[src/rtl/ovl_frame_pkg.sv]
// Shared encodings and sizing helpers for the multi-channel frame checker.
package ovl_frame_pkg;

  localparam int OVL_FRAME_IGNORE = 0;
  localparam int OVL_FRAME_RESET  = 1;
  localparam int OVL_FRAME_ERROR  = 2;

  typedef enum logic {
    IDLE   = 1'b0,
    WINDOW = 1'b1
  } frame_state_e;

  // Counter must hold the larger bound; never narrower than one bit.
  function automatic int frame_cnt_w(input int min_cks, input int max_cks);
    int m;
    m = (min_cks > max_cks) ? min_cks : max_cks;
    return (m < 1) ? 1 : $clog2(m + 1);
  endfunction

endpackage

[src/rtl/ovl_frame_chan.sv]
// One frame-checker channel: start edge detect, window state/counter and
// registered violation pulses.
module ovl_frame_chan
  import ovl_frame_pkg::*;
#(
  parameter int MIN_CKS             = 1,
  parameter int MAX_CKS             = 2,
  parameter int ACTION_ON_NEW_START = 0,
  parameter int CNT_W               = frame_cnt_w(MIN_CKS, MAX_CKS)
) (
  input  logic clk,
  input  logic reset_n,
  input  logic enable,
  input  logic cfg_ok,
  input  logic start_event,
  input  logic test_expr,
  output logic win,
  output logic fire_min,
  output logic fire_max,
  output logic fire_new_start,
  output logic start_accept
);

  localparam logic [CNT_W-1:0] ONE   = CNT_W'(1);
  localparam logic [CNT_W-1:0] MAX_C = CNT_W'(MAX_CKS);
  localparam bit ACT_RESET = (ACTION_ON_NEW_START == OVL_FRAME_RESET);
  localparam bit ACT_ERROR = (ACTION_ON_NEW_START == OVL_FRAME_ERROR);
  localparam bit NO_WINDOW = (MIN_CKS == 0) && (MAX_CKS == 0);

  frame_state_e     state_q, state_d;
  logic [CNT_W-1:0] cnt_q, cnt_d;
  logic             r_start_q, r_start_d;
  logic             fire_min_q, fire_min_d;
  logic             fire_max_q, fire_max_d;
  logic             fire_new_start_q, fire_new_start_d;
  logic             rise;

  always_comb begin
    state_d          = state_q;
    cnt_d            = cnt_q;
    r_start_d        = start_event;
    fire_min_d       = 1'b0;
    fire_max_d       = 1'b0;
    fire_new_start_d = 1'b0;
    start_accept     = 1'b0;
    rise             = start_event & ~r_start_q;

    if (!enable || !cfg_ok) begin
      state_d = IDLE;
      cnt_d   = '0;
    end else begin
      unique case (state_q)
        IDLE: begin
          if (rise) begin
            start_accept = 1'b1;
            if (test_expr) begin
              fire_min_d = (MIN_CKS > 0);
            end else if (!NO_WINDOW) begin
              state_d = WINDOW;
              cnt_d   = ONE;
            end
          end
        end
        WINDOW: begin
          // Completion and timeout take precedence over a re-start.
          if (test_expr) begin
            fire_min_d       = (int'(cnt_q) < MIN_CKS);
            fire_new_start_d = rise && ACT_ERROR;
            state_d          = IDLE;
            cnt_d            = '0;
          end else if ((MAX_CKS > 0) && (cnt_q == MAX_C)) begin
            fire_max_d       = 1'b1;
            fire_new_start_d = rise && ACT_ERROR;
            state_d          = IDLE;
            cnt_d            = '0;
          end else if ((MAX_CKS == 0) && (int'(cnt_q) >= MIN_CKS)) begin
            state_d = IDLE;
            cnt_d   = '0;
          end else if (rise && ACT_RESET) begin
            cnt_d        = ONE;
            start_accept = 1'b1;
          end else begin
            cnt_d            = cnt_q + ONE;
            fire_new_start_d = rise && ACT_ERROR;
          end
        end
        default: begin
          state_d = IDLE;
          cnt_d   = '0;
        end
      endcase
    end
  end

  always_ff @(posedge clk or negedge reset_n) begin
    if (!reset_n) begin
      state_q          <= IDLE;
      cnt_q            <= '0;
      r_start_q        <= 1'b0;
      fire_min_q       <= 1'b0;
      fire_max_q       <= 1'b0;
      fire_new_start_q <= 1'b0;
    end else begin
      state_q          <= state_d;
      cnt_q            <= cnt_d;
      r_start_q        <= r_start_d;
      fire_min_q       <= fire_min_d;
      fire_max_q       <= fire_max_d;
      fire_new_start_q <= fire_new_start_d;
    end
  end

  assign win            = (state_q == WINDOW);
  assign fire_min       = fire_min_q;
  assign fire_max       = fire_max_q;
  assign fire_new_start = fire_new_start_q;

endmodule

[src/rtl/ovl_frame_multi.sv]
// Multi-channel frame checker: NUM_CH independent channels plus a shared
// saturating start counter and static configuration check.
module ovl_frame_multi
  import ovl_frame_pkg::*;
#(
  parameter int NUM_CH              = 4,
  parameter int MIN_CKS             = 1,
  parameter int MAX_CKS             = 2,
  parameter int ACTION_ON_NEW_START = 0,
  parameter int COV_W               = 16
) (
  input  logic              clk,
  input  logic              reset_n,
  input  logic              enable,
  input  logic [NUM_CH-1:0] start_event,
  input  logic [NUM_CH-1:0] test_expr,
  output logic [NUM_CH-1:0] win,
  output logic [NUM_CH-1:0] fire_min,
  output logic [NUM_CH-1:0] fire_max,
  output logic [NUM_CH-1:0] fire_new_start,
  output logic [COV_W-1:0]  cov_starts,
  output logic              cfg_err
);

  localparam int CNT_W = frame_cnt_w(MIN_CKS, MAX_CKS);
  localparam bit CFG_BAD = ((MAX_CKS != 0) && (MAX_CKS < MIN_CKS)) ||
                           (ACTION_ON_NEW_START > OVL_FRAME_ERROR);
  localparam int PC_W  = $clog2(NUM_CH + 1);
  localparam int SUM_W = COV_W + PC_W;
  localparam logic [SUM_W-1:0] COV_MAX = {{PC_W{1'b0}}, {COV_W{1'b1}}};

  logic [NUM_CH-1:0] start_accept;
  logic [PC_W-1:0]   pop;
  logic [SUM_W-1:0]  sum;
  logic [COV_W-1:0]  cov_q, cov_d;

  for (genvar i = 0; i < NUM_CH; i++) begin : g_ch
    ovl_frame_chan #(
      .MIN_CKS            (MIN_CKS),
      .MAX_CKS            (MAX_CKS),
      .ACTION_ON_NEW_START(ACTION_ON_NEW_START),
      .CNT_W              (CNT_W)
    ) u_chan (
      .clk           (clk),
      .reset_n       (reset_n),
      .enable        (enable),
      .cfg_ok        (!CFG_BAD),
      .start_event   (start_event[i]),
      .test_expr     (test_expr[i]),
      .win           (win[i]),
      .fire_min      (fire_min[i]),
      .fire_max      (fire_max[i]),
      .fire_new_start(fire_new_start[i]),
      .start_accept  (start_accept[i])
    );
  end

  // Several channels may start together; add them all, then clamp.
  always_comb begin
    pop = '0;
    for (int i = 0; i < NUM_CH; i++) begin
      pop = pop + PC_W'(start_accept[i]);
    end
    sum   = SUM_W'(cov_q) + SUM_W'(pop);
    cov_d = (sum > COV_MAX) ? {COV_W{1'b1}} : sum[COV_W-1:0];
  end

  always_ff @(posedge clk or negedge reset_n) begin
    if (!reset_n) begin
      cov_q <= '0;
    end else begin
      cov_q <= cov_d;
    end
  end

  assign cov_starts = cov_q;
  assign cfg_err    = CFG_BAD;

endmodule

[config.mk]
export PLATFORM = sky130hd
export DESIGN_NAME = ovl_frame_multi
export DESIGN_NICKNAME = d
export VERILOG_FILES = /design/src/rtl/ovl_frame_pkg.sv /design/src/rtl/ovl_frame_chan.sv /design/src/rtl/ovl_frame_multi.sv
export SDC_FILE = /design/constraint.sdc
export NUM_CORES = 1
export LEC_CHECK = 0
export BUFFER_PORTS_ARGS = -buffer_cell sky130_fd_sc_hd__clkbuf_2
export CAP_MARGIN = 10
export CORE_UTILIZATION = 55
export CTS_BUF_LIST = sky130_fd_sc_hd__clkbuf_4 sky130_fd_sc_hd__clkbuf_8 sky130_fd_sc_hd__clkbuf_16
export DETAILED_ROUTE_END_ITERATION = 10
export PLACE_DENSITY = 0.8
export REMOVE_ABC_BUFFERS = 1
export SKIP_LAST_GASP = 1
export SYNTH_ARGS = -nofsm -noshare
export SYNTH_HDL_FRONTEND = slang
export SYNTH_SLANG_ARGS = --single-unit
export TNS_END_PERCENT = 30
[constraint.sdc]
create_clock -name clk -period 8.8 [get_ports clk]
set_input_delay 1.76 -clock clk [delete_from_list [all_inputs] [get_ports clk]]
set_output_delay 1.76 -clock clk [all_outputs]
set_load 0.01 [all_outputs]
* After elaboration in Yosys (flattened, before gate mapping)
Index checks and enable logic that the tools add are counted.
** Storage, ports and cells
- Logic and storage cells :: 159
- Register bits after elaboration :: 40
** Operators by class
- Bitwise gates (word level) :: 12
- $lt $le $gt $ge :: 5
- Reduce and logical (&&, ||, !) cells :: 4
- Multiplexer cells :: 97
- Add/subtract/negate cells :: 8
- Eq/ne operators :: 12
** Operators by type and width (number)
- 1-bit two-way mux :: 64
- 2-bit two-way mux :: 20
- 16-bit by 3-bit adder with 17-bit output :: 1
- 17-bit by 16-bit greater-than comparator with 1-bit output (second input constant) :: 1
- 16-bit two-way mux :: 1
- 1-bit case mux with 2 select lines :: 8
- 2-bit case mux with 2 select lines :: 4
- 3-bit by 2-bit != test with 1-bit output (second input constant) :: 4
- 3-bit != test (second input constant) :: 4
- 2-bit by 1-bit adder with 2-bit output (second input constant) :: 4
- 2-bit equality test (second input constant) :: 4
- 2-bit by 1-bit < comparator with 1-bit output (second input constant) :: 4
- 1-bit NOT :: 8
- 2-bit AND reduction :: 4
- 1-bit AND :: 4
- 2-bit by 1-bit adder with 3-bit output :: 1
- 3-bit by 1-bit adder with 3-bit output :: 1
- 1-bit by 1-bit adder with 2-bit output :: 1

* Longest topological paths before layout
- Word-level depth :: 11
- Gate-level depth with buffers :: 12
- Depth with buffers taken out :: 10

* Cells and area by module
A second synthesis with hierarchy kept.
** Unflattened totals
- Cell total of the unflattened synthesis :: 196
- Area total of the unflattened synthesis :: 1991.9 µm²
** By module, submodules not included
- ovl_frame_chan :: cells an instance 28, area an instance 277.8 µm², times used 4
- ovl_frame_multi :: cells an instance 84, area an instance 880.8 µm², times used 1

* Worst setup path after synthesis
Ideal clock, no wire load.
- Path type :: input port to flip-flop
- Start :: input enable
- End :: register cov_q[14] (netlist: cov_starts[14])
- Data required time :: 8.672 ns
- Setup slack :: 4.352 ns
- Data arrival time :: 4.321 ns
- Stages :: 11
- Cell sequence :: buf_2 -> inv_1 -> or3_1 -> fa_1 -> fa_1 -> inv_1 -> fa_1 -> nand4_2 -> nor2_4 -> nand4_1 -> mux2_1
** Between the ends
- Word-level cells in the longest chain between the ends :: 7
- Elaborated cells between the ends (all ways) :: 10
** Ends and longest elaborated chain
- start, declared :: line ovl_frame_multi.sv:14 : input logic enable,
- 1-bit two-way mux :: line ovl_frame_chan.sv:48 : if (!enable || !cfg_ok) begin
- 1-bit by 1-bit adder with 2-bit output :: line ovl_frame_multi.sv:62 : pop = pop + PC_W'(start_accept[i]);
- 2-bit by 1-bit adder with 3-bit output :: line ovl_frame_multi.sv:62
- 3-bit by 1-bit adder with 3-bit output * :: line ovl_frame_multi.sv:62
- 16-bit by 3-bit adder with 17-bit output * :: line ovl_frame_multi.sv:64 : sum = SUM_W'(cov_q) + SUM_W'(pop);
- 17-bit by 16-bit greater-than comparator with 1-bit output :: line ovl_frame_multi.sv:65 : cov_d = (sum > COV_MAX) ? {COV_W{1'b1}} : sum[COV_W-1:0];
- 16-bit two-way mux * :: line ovl_frame_multi.sv:65
- named net cov_d[14] :: line ovl_frame_multi.sv:35 : logic [COV_W-1:0] cov_q, cov_d;
- end signal, assigned :: line ovl_frame_multi.sv:72 : cov_q <= cov_d;
- end, declared :: line ovl_frame_multi.sv:35
Mark *: on every way through the listed nets, which the timed path passes. The rest lies on a longest branch.
A chain may end at the register's enable or synchronous reset.

* Worst setup path in the final report
- Start :: input enable
- End :: register cov_q[1] (netlist: cov_starts[1])
The elaborated chain is that of the path after synthesis.

==> results.toml <==
[place]
place_hpwl_mm = 2.607
place_congestion = 0.8164
port_buffers = 38

[clock_tree]
cts_tree = "yes"
cts-resized-gates = 0
clock_latency_ns = 0.30
postCtsHoldBufs = 0
path_clk_slew_ns = 0.08
htreeDepth = 2
numCtsBuffers = 5
cts_setup_buffers = 0
clock_path_buffers = 2
clkSinkCount = 40
cts_root_buf = "clkbuf_8"

[cells_and_area]
final_cell_mix = "dfrtp_1, clkbuf_2, nand2_1"
final_common_cell = "dfrtp_1"
fillCellCount = 283
diodes = 0
drive_above_1_share_pct = 22.61
syn_to_final_growth_pct = 10.25
nets = 244
final_core_utilization_pct = 64.89

[logic_synthesis]
yosys.area.top_type = "dfrtp_1"
syn_inst = 201
synth_ff_type = "dfrtp_1"
ys_seq_elements = 40
ys_seq_area_share_pct = 49.41
synth_cell_types = 43
synth_area_leaders = "dfrtp_1, buf_4, nand2_1"
synth_top_area_share_pct = 49.41
synth_edf_count = 0
syn_avg_cell_area_um2 = 10.08
yosysWarnings = 0
synthArstFlopShare_pct = 100.0
synth.cell_area_um2 = 2026

[drt]
ant_nets = 0
drt-initial-drc-count = 135
drc = 0
finalWirelength_mm = 3.601
vias = 1444
vias_per_cell = 5.232
wire_per_inst_um = 13.05
firstDrtPassIters = 4

[die]
coreArea_um2 = 3442
dieHeight_um = 62.69
fp.dieArea_um2 = 3930
ioPinCount = 44
rows = 21
die_w_um = 62.69
initial_core_util_pct = 58.85

[sta]
period_share_pct = 53.24
max_slew_margin_pct = 36.11
period_needed_ns = 4.685
setup_tns_ns = 0
skew_ns = 0.008115
worst-slew-pin-transition_ns = 0.9583
drv_slew = 0
setup_violations = 0
hold_viol = 0
fmax_mhz = 213.4
rsz0062_at_grt = "no"

[pwr]
p_per_area_nw_per_um2 = 203.6
p_leak_nw = 1.117
vdd_drop_max_uv = 160.9
power_mw = 0.4548

[status]
status = "complete, no violations"

[grt]
antenna_found_initial = 0
grt_pass1_vias = 1350
grt_overflow_total = 0
grt_util_all_layers_pct = 19.62
grt_max_degree = 41
grt_first_pass_wirelength_mm = 5.899

[min_path]
holdCritPathClass = "reg -> reg"

[critical_path]
required_ns = 9.02
criticalPathCategory = "in -> reg"
cp_max_fo = 13
worstPathArrival_ns = 4.91
cp-end-kind = "register"
cp-start-kind = "input pin"

[flow_run]
cap_violations = 0
sequential cells by signal, indices dropped and copies added, names as in the netlist:
name                   flops
g_ch.u_chan.fire_max       4
g_ch.u_chan.cnt_q          8
g_ch.u_chan.win            4
cov_starts                16
g_ch.u_chan.r_start_q      4
g_ch.u_chan.fire_min       4
area by class of cell:
type                    count  area [um2]  area share [%]
clock buffers               6       82.58           3.697
clock inverters             2       15.01          0.6723
inverters                  11       41.29           1.849
multi-input cells         133       845.8           37.87
flip-flops and latches     40        1001           44.82
well taps                  46       57.56           2.577
repair buffers             38       190.2           8.515
critical path, stage by stage:
cell	delay, ns
clkbuf_2	0.20
inv_1	0.23
or3_1	0.44
fa_1	0.50
fa_1	0.44
inv_1	0.08
fa_1	0.26
nand4_2	0.16
nor2_4	0.19
nand4_1	0.42
nand2b_1	0.22
report_power, final:
group | total (mW) | leakage (nW) | internal [mW] | switching, mW
combinational | 0.0939 | 0.551 | 0.0415 | 0.0523
clock | 0.131 | 0.0434 | 0.0634 | 0.0674
sequential | 0.230 | 0.522 | 0.203 | 0.0271
path summary, 6_finish.rpt:
kind                                                startpoint                      endpoint  slack [ns]  cells after the start
setup / recovery                                        enable       cov_starts[1]$_DFF_PN0_        4.11                     11
min in group asynchronous                              reset_n  g_ch[3].u_chan.win$_DFF_PN0_        1.59                      1
hold reg to reg            g_ch[0].u_chan.cnt_q[1]$_DFFE_PN0P_  g_ch[0].u_chan.win$_DFF_PN0_        0.51                      1
max in group asynchronous                              reset_n      cov_starts[12]$_DFF_PN0_        6.61                      1
setup reg to reg            g_ch[0].u_chan.r_start_q$_DFF_PN0_       cov_starts[1]$_DFF_PN0_        5.53                     10
hold / removal             g_ch[0].u_chan.cnt_q[1]$_DFFE_PN0P_  g_ch[0].u_chan.win$_DFF_PN0_        0.51                      1
stage by stage:
stage	area (um2)	std cells	setup WS [ns]	hold slack [ns]
3_3_place_gp	2136	268	3.879	0.4889
4_1_cts	2233	276	4.071	0.5034
3_5_place_dp	2136	268	3.746	0.4916
2_1_floorplan	1888	184	4.430	0.4577
6_report	2233	276	4.115	0.5077
5_1_grt	2233	276	3.810	0.5096
Yosys cell counts, types with 2 or more instances:
cell,count
nand2b_1,10
or3_1,3
buf_4,17
nand2_1,22
nand4_1,4
nor2_1,19
a21oi_1,8
a2bb2oi_1,2
xnor2_1,3
nor2b_1,3
and4_1,2
nor3b_1,6
o21ai_1,2
o22ai_1,2
inv_1,11
xor2_1,5
fa_1,3
and3_1,3
nand3_1,3
buf_2,2
dfrtp_1,40
o32a_1,2
nor3_1,7
o21ai_0,3
metal layers:
metal | up-vias | routed length [um] | share of wire [%] | global-route usage (%)
met5 | - | 0 | 0 | 0
met4 | 0 | 76 | 2.1 | 10.47
met3 | 8 | 137 | 3.8 | 4.015
met1 | 687 | 1617 | 45 | 23.91
met2 | 34 | 1768 | 49 | 32.61
li1 | 715 | - | - | -
cell families after synthesis:
| family | Yosys count | share of synthesized area [%] |
|---|---|---|
| flip-flops | 40 | 49.41 |
| other | 1 | 0.1851 |
| multiplexers | 2 | 1.050 |
| adder cells (fa/ha/maj) | 4 | 3.582 |
| AND/OR/NAND/NOR | 85 | 21.80 |
| buffers and inverters | 32 | 9.574 |
| AO/OA/AOI/OAI | 29 | 10.93 |
| XOR/XNOR | 8 | 3.459 |
(Power assumes the default switching activity.)
